File: config.mk
export PLATFORM = sky130hd
export DESIGN_NAME = panel_input_conditioner
export DESIGN_NICKNAME = d
export VERILOG_FILES = /design/src/rtl/panel_input_conditioner.sv
export SDC_FILE = /design/constraint.sdc
export NUM_CORES = 1
export LEC_CHECK = 0
export ABC_AREA = 1
export CORE_MARGIN = 2
export CORE_UTILIZATION = 30
export CTS_CLUSTER_DIAMETER = 40
export DETAILED_ROUTE_END_ITERATION = 7
export HOLD_SLACK_MARGIN = 0.02
export PLACE_DENSITY = 0.53
export SLEW_MARGIN = 20
export SYNTH_ARGS = -nofsm -noshare
export SYNTH_HDL_FRONTEND = slang
export SYNTH_SLANG_ARGS = --single-unit
export TNS_END_PERCENT = 100
File: constraint.sdc
create_clock -name CLK -period 2.15 [get_ports CLK]
set_clock_uncertainty 0.15 [all_clocks]
set_input_delay 0.43 -clock CLK [delete_from_list [all_inputs] [get_ports CLK]]
set_output_delay 0.43 -clock CLK [all_outputs]
set_load 0.02 [all_outputs]
File: src/rtl/panel_input_conditioner.sv
// Front-panel input conditioner: two-flop synchronisers, tick-based debounce for
// 16 data switches, the manual clock button and the mode switch, plus press/auto-repeat strobes.
module panel_input_conditioner #(
  parameter int TICK_CYCLES  = 1000,
  parameter int STABLE_TICKS = 8,
  parameter int REPEAT_DELAY = 500,
  parameter int REPEAT_RATE  = 100,
  parameter int CNT_W        = 16
) (
  input  logic        CLK,
  input  logic        RESET,
  input  logic [15:0] sw_raw,
  input  logic        mclk_raw,
  input  logic        switch_raw,
  input  logic        repeat_en,
  output logic [15:0] sw_clean,
  output logic        mclk_clean,
  output logic        switch_clean,
  output logic        mclk_pulse,
  output logic        sw_change,
  output logic        tick
);

  localparam int NCH    = 18;
  localparam int STAB_W = 4;
  localparam logic [STAB_W-1:0] STAB_LAST = STAB_W'(STABLE_TICKS - 1);
  localparam logic [CNT_W-1:0]  TICK_LAST = CNT_W'(TICK_CYCLES - 1);
  // Clamp to at least one tick so two strobes can never land on adjacent cycles.
  localparam logic [CNT_W-1:0]  DELAY_TICKS = CNT_W'((REPEAT_DELAY < 1) ? 1 : REPEAT_DELAY);
  localparam logic [CNT_W-1:0]  RATE_TICKS  = CNT_W'((REPEAT_RATE < 1) ? 1 : REPEAT_RATE);

  typedef enum logic [1:0] {IDLE, DELAY, REPEAT} rpt_state_t;

  logic [NCH-1:0]    sync_p0, sync_p1, clean_p2;
  logic [STAB_W-1:0] stab_cnt [NCH];
  logic [CNT_W-1:0]  pre_cnt;
  logic [15:0]       sw_prev;
  logic              mclk_prev, mclk_rise;
  rpt_state_t        state, state_nxt;
  logic [CNT_W-1:0]  rpt_cnt, rpt_cnt_nxt;
  logic              pulse_nxt;

  assign tick         = (pre_cnt == TICK_LAST);
  assign sw_clean     = clean_p2[15:0];
  assign mclk_clean   = clean_p2[16];
  assign switch_clean = clean_p2[17];
  assign mclk_rise    = mclk_clean & ~mclk_prev;

  always_ff @(posedge CLK or negedge RESET) begin
    if (!RESET) begin
      pre_cnt <= '0;
    end else if (tick) begin
      pre_cnt <= '0;
    end else begin
      pre_cnt <= pre_cnt + 1'b1;
    end
  end

  // Stage p0/p1: metastability chain for all 18 channels
  always_ff @(posedge CLK or negedge RESET) begin
    if (!RESET) begin
      sync_p0 <= '0;
      sync_p1 <= '0;
    end else begin
      sync_p0 <= {switch_raw, mclk_raw, sw_raw};
      sync_p1 <= sync_p0;
    end
  end

  // Stage p2: clean level follows sync only after STABLE_TICKS differing ticks
  always_ff @(posedge CLK or negedge RESET) begin
    if (!RESET) begin
      clean_p2 <= '0;
      for (int i = 0; i < NCH; i++) stab_cnt[i] <= '0;
    end else if (tick) begin
      for (int i = 0; i < NCH; i++) begin
        if (sync_p1[i] == clean_p2[i]) begin
          stab_cnt[i] <= '0;
        end else if (stab_cnt[i] >= STAB_LAST) begin
          clean_p2[i] <= sync_p1[i];
          stab_cnt[i] <= '0;
        end else begin
          stab_cnt[i] <= stab_cnt[i] + 1'b1;
        end
      end
    end
  end

  always_ff @(posedge CLK or negedge RESET) begin
    if (!RESET) begin
      sw_prev    <= '0;
      sw_change  <= 1'b0;
      mclk_prev  <= 1'b0;
      mclk_pulse <= 1'b0;
      state      <= IDLE;
      rpt_cnt    <= '0;
    end else begin
      sw_prev    <= sw_clean;
      sw_change  <= |(sw_clean ^ sw_prev);
      mclk_prev  <= mclk_clean;
      mclk_pulse <= pulse_nxt;
      state      <= state_nxt;
      rpt_cnt    <= rpt_cnt_nxt;
    end
  end

  always_comb begin
    state_nxt   = state;
    rpt_cnt_nxt = rpt_cnt;
    pulse_nxt   = 1'b0;
    case (state)
      IDLE: begin
        if (mclk_rise) begin
          pulse_nxt   = 1'b1;
          rpt_cnt_nxt = '0;
          state_nxt   = DELAY;
        end
      end
      DELAY: begin
        // With repeat disabled the counter freezes and the press stays single-shot.
        if (!mclk_clean) begin
          state_nxt = IDLE;
        end else if (repeat_en) begin
          if (rpt_cnt >= DELAY_TICKS) begin
            pulse_nxt   = 1'b1;
            rpt_cnt_nxt = '0;
            state_nxt   = REPEAT;
          end else if (tick) begin
            rpt_cnt_nxt = rpt_cnt + 1'b1;
          end
        end
      end
      REPEAT: begin
        if (!mclk_clean || !repeat_en) begin
          state_nxt = IDLE;
        end else if (rpt_cnt >= RATE_TICKS) begin
          pulse_nxt   = 1'b1;
          rpt_cnt_nxt = '0;
        end else if (tick) begin
          rpt_cnt_nxt = rpt_cnt + 1'b1;
        end
      end
      default: state_nxt = IDLE;
    endcase
  end

endmodule
==> summary.txt <==
Synth
  – Syn avg cell area: between 9 and 10 um2
  – Post-synth EDFFs: 0
  – Syn Nets: 854
  – Complex-gate fraction of the synthesized area: 8.49%
  – Largest family of logic cells by synthesized area: simple AND/OR/NAND/NOR gates
  – Fraction of synthesized area in multiplexers: under 10%
  – Mapped Cells: around 810
  – Synth Area in Adders: between 4 and 5%
  – Ys Warns: 0
  – Post-Syn Area: around 7700 um2
  – Post-Synth XOR/XNOR Area: under 10%
  – Most frequently used flop master after synthesis: dfrtp_1
  – Simple-Gate Fraction of Synth Area: between 10% and 20%
  – Post-synthesis async set-or-reset flop share: 100%
  – Sequential area share after synthesis: around three fifths
  – Unique masters post-synth: 39
  – Number of synthesized register bits: 179

Route
  – Vias per inst: ~4.4
  – Final wirelength: between 10 and 15 mm
  – Via count: approximately 5300
  – DR iter-0 viols: 239
  – # DRC: 0
  – Post-DRT Antenna Nets: 0
  – Routed len/inst: about 12 um
  – DR pass1 iterations: 4

Setup path
  – Critical path origin: pre_cnt[0]
  – Worst-path fanout max: 2
  – CP Cell Sequence: ha_2 -> nand2_1 -> inv_2 -> nand2_2 -> nor2_2 -> nand2_2 -> inv_2 -> buf_6
  – Register-to-register setup slack: approximately 0.15 ns
  – Arr. time, crit path: ~1.5 ns
  – Slowest cell on crit path: dfrtp_1
  – Worst Setup End Kind: output port
  – Critical Path Start Type: register
  – CP max stage delay: ~0.37 ns
  – Buffer and inverter count on the worst path: 3
  – Delay-heaviest family, CP: flip-flops
  – FF-to-FF Start: pre_cnt[0]
  – Critical path data required time: between 1.5 and 2 ns
  – CP Class: reg2out

Power and ir drop
  – Clock group share of total power: 47.0%
  – Sw frac: 20.4%
  – Logic pwr share: under 10%
  – P_leak: 4.71 nW
  – Seq pwr share: 50.8%
  – Pint: approximately 0.0054 W
  – Max IR drop VDD: roughly 0.5 mV
  – Power per standard cell area: roughly 730 nW/um2
  – Psw: 0.00137 W

Timing
  – Pins Over Slew Limit: 0
  – Hold WS: a little under 0.2 ns
  – Final hold vios: 0
  – Slew @ Worst Pin: 0.479 ns
  – Unrepaired setup endpoints after global routing: yes
  – Min Clock Period, post-route: roughly 2.1 ns
  – Maximum clock rate: between 0.4 and 0.5 GHz
  – Final Cycle Share: 97.0%
  – Setup violators final: 0
  – Worst slew margin: approximately 68%

Global routing
  – First-pass GRT wire length: 24.9 mm
  – Initial antenna violation count: 0
  – All-Layer GR Usage: a little under an eighth
  – GRT overflow: 0
  – Largest net degree at the start of global routing: 50
  – Number of global-route vias before repair: approximately 5200

Clocking
  – TritonCTS Buffers: 17
  – CTS tree: built
  – Root Driver: clkbuf_16
  – Bufs on Longest Clock Path: 2
  – Clk sink count: between 150 and 200
  – H-tree depth: 4
  – Clk slew on worst S/H paths: roughly 0.06 ns
  – Clk Latency, worst-skew pair: around 0.43 ns

Hold path
  – Worst Min Path Start: sync_p0[15]
  – Hold WC Path Type: reg2reg

Final layout
  – Area Growth Syn to Fin: 20.7%
  – Layout cells sized above 1: 8.03%
  – Nets@finish: between 900 and 1000
  – Ant diodes: 0
  – Post-route insts no fill: about 1200

Die
  – # IOs: between 40 and 50
  – Core area: around 25000 um2
  – Row cnt: 58
  – Die X-Extent: ~160 um
  – Starting density of the core: between 30% and 40%
  – DIE HEIGHT: 164 um
  – Die area: 26800 um2

Placement
  – # port buffers: 41
  – Routability Congestion: approximately 0.8
  – Dpl hpwl: ~9.6 mm
  – Post-Place Cells: about 1200

Flow run
  – Max_cap viols: 0

Outcome
  – Status: completed
==> timing repair <==
| action | CTS | global route |
|---|---|---|
| buffers inserted | 0 | 3 |
| setup endpoints to repair | 4 | 37 |
| endpoints found under the hold margin | 29 | 0 |
| gates resized for setup | 8 | 12 |
| hold buffers | 1 | 0 |
| pin swaps | 1 | 3 |
==> worst register-to-register path: stages, from the launching register on <==
cell and delay [ns]:
dfrtp_1 0.37, ha_2 0.18, nand2_1 0.06, inv_2 0.06
nand2_2 0.05, nor2_2 0.10, nand2_2 0.07, inv_2 0.08
buf_4 0.37, nand3_1 0.23, o21ai_0 0.20
==> placed cells by master (no fill, tap or decap), drive strengths merged, types with 4 or more instances in the layout <==
cell	n
xor2	22
ha	25
nor2	85
xnor2	10
inv	99
o21ai	72
or3	7
clkbuf	22
mux2i	8
nor3	7
a21oi	34
clkinvlp	4
dfrtp	179
clkdlybuf4s50	29
a22oi	10
nand2	167
buf	22
nand4	9
nand3	40
dlymetal6s2s	7
==> layout make-up <==
| class | count | area (um2) |
|---|---|---|
| Clock buffer | 21 | 470 |
| Clock inverter | 8 | 129 |
| Fill cell | 2559 | 15900 |
| Inverter | 101 | 380 |
| Multi-Input combinational cell | 512 | 2720 |
| Sequential cell | 179 | 4480 |
| Tap cell | 330 | 413 |
| Timing Repair Buffer | 63 | 659 |
==> flip-flops by register name, indices dropped and copies added (netlist names) <==
| name | flops |
|---|---|
| clean_p2 | 18 |
| mclk_prev | 1 |
| mclk_pulse | 1 |
| pre_cnt | 16 |
| rpt_cnt | 16 |
| stab_cnt | 72 |
| state | 2 |
| sw_change | 1 |
| sw_prev | 16 |
| sync_p0 | 18 |
| sync_p1 | 18 |
==> per-layer routing <==
layer,GRT usage (%),share of wire [%],vias to the layer above
li1,-,-,2718
met5,0,0,-
met1,15.5,50,2532
met4,3.59,1.1,0
met3,3.23,3.0,13
met2,18.5,46,51
==> cells by family (layout without fill, tap and decap cells) <==
kind of cell,Yosys count,after routing
AO/OA/AOI/OAI,122,122
buffers and inverters,117,193
adder cells (fa/ha/maj),25,25
flip-flops,179,179
multiplexers,8,8
XOR/XNOR,32,32
AND/OR/NAND/NOR,325,325
==> power groups by stage <==
stage | logic [W] | registers (W) | clock network (W)
6_report | 0.000146 | 0.00342 | 0.00317
5_1_grt | 0.000171 | 0.00342 | 0.00342
4_1_cts | 0.000155 | 0.00342 | 0.00327
3_5_place_dp | 0.000153 | 0.00348 | 0
3_3_place_gp | 0.000154 | 0.00348 | 0
2_1_floorplan | 0.0000252 | 0.00348 | 0
==> synthesized netlist by cell type, types with 3 or more instances <==
| cell | number | share of area, % |
|---|---|---|
| a21oi_1 | 34 | 2.2 |
| a22oi_1 | 10 | 0.98 |
| buf_2 | 10 | 0.65 |
| buf_4 | 4 | 0.39 |
| dfrtp_1 | 179 | 58 |
| ha_1 | 25 | 4.1 |
| inv_1 | 96 | 4.7 |
| inv_2 | 3 | 0.15 |
| mux2i_1 | 8 | 1.0 |
| nand2_1 | 165 | 8.1 |
| nand3_1 | 38 | 2.5 |
| nand4_1 | 9 | 0.73 |
| nor2_1 | 80 | 3.9 |
| nor2_2 | 4 | 0.33 |
| nor3_1 | 7 | 0.46 |
| o21ai_0 | 64 | 4.2 |
| o21ai_1 | 8 | 0.52 |
| or3_1 | 7 | 0.57 |
| or4_1 | 3 | 0.29 |
| xnor2_1 | 10 | 1.1 |
| xor2_1 | 22 | 2.5 |
==> stage by stage <==
step           util (%)  TNS [ns]  power [W]  setup WS (ns)  instance area (um2)
6_report           36.8         0    0.00673         0.0646                 9250
4_1_cts            36.6   -0.0197    0.00685        -0.0197                 9200
5_1_grt            36.8    -0.752    0.00701        -0.0735                 9250
3_3_place_gp       34.2   -0.0174    0.00364        -0.0174                 8600
2_1_floorplan         -         0    0.00350          0.331                 7670
3_5_place_dp       34.2   -0.0359    0.00364        -0.0287                 8600
==> worst paths after layout <==
path | endpoint | depth (start not counted)
min | sync_p1[15] | 0
max reg2reg | stab_cnt[51] | 10
max | tick | 8
min reg2reg | sync_p1[15] | 0
max in group asynchronous | stab_cnt[65] | 3
min in group asynchronous | sw_change | 2
(Power assumes the default switching activity.)
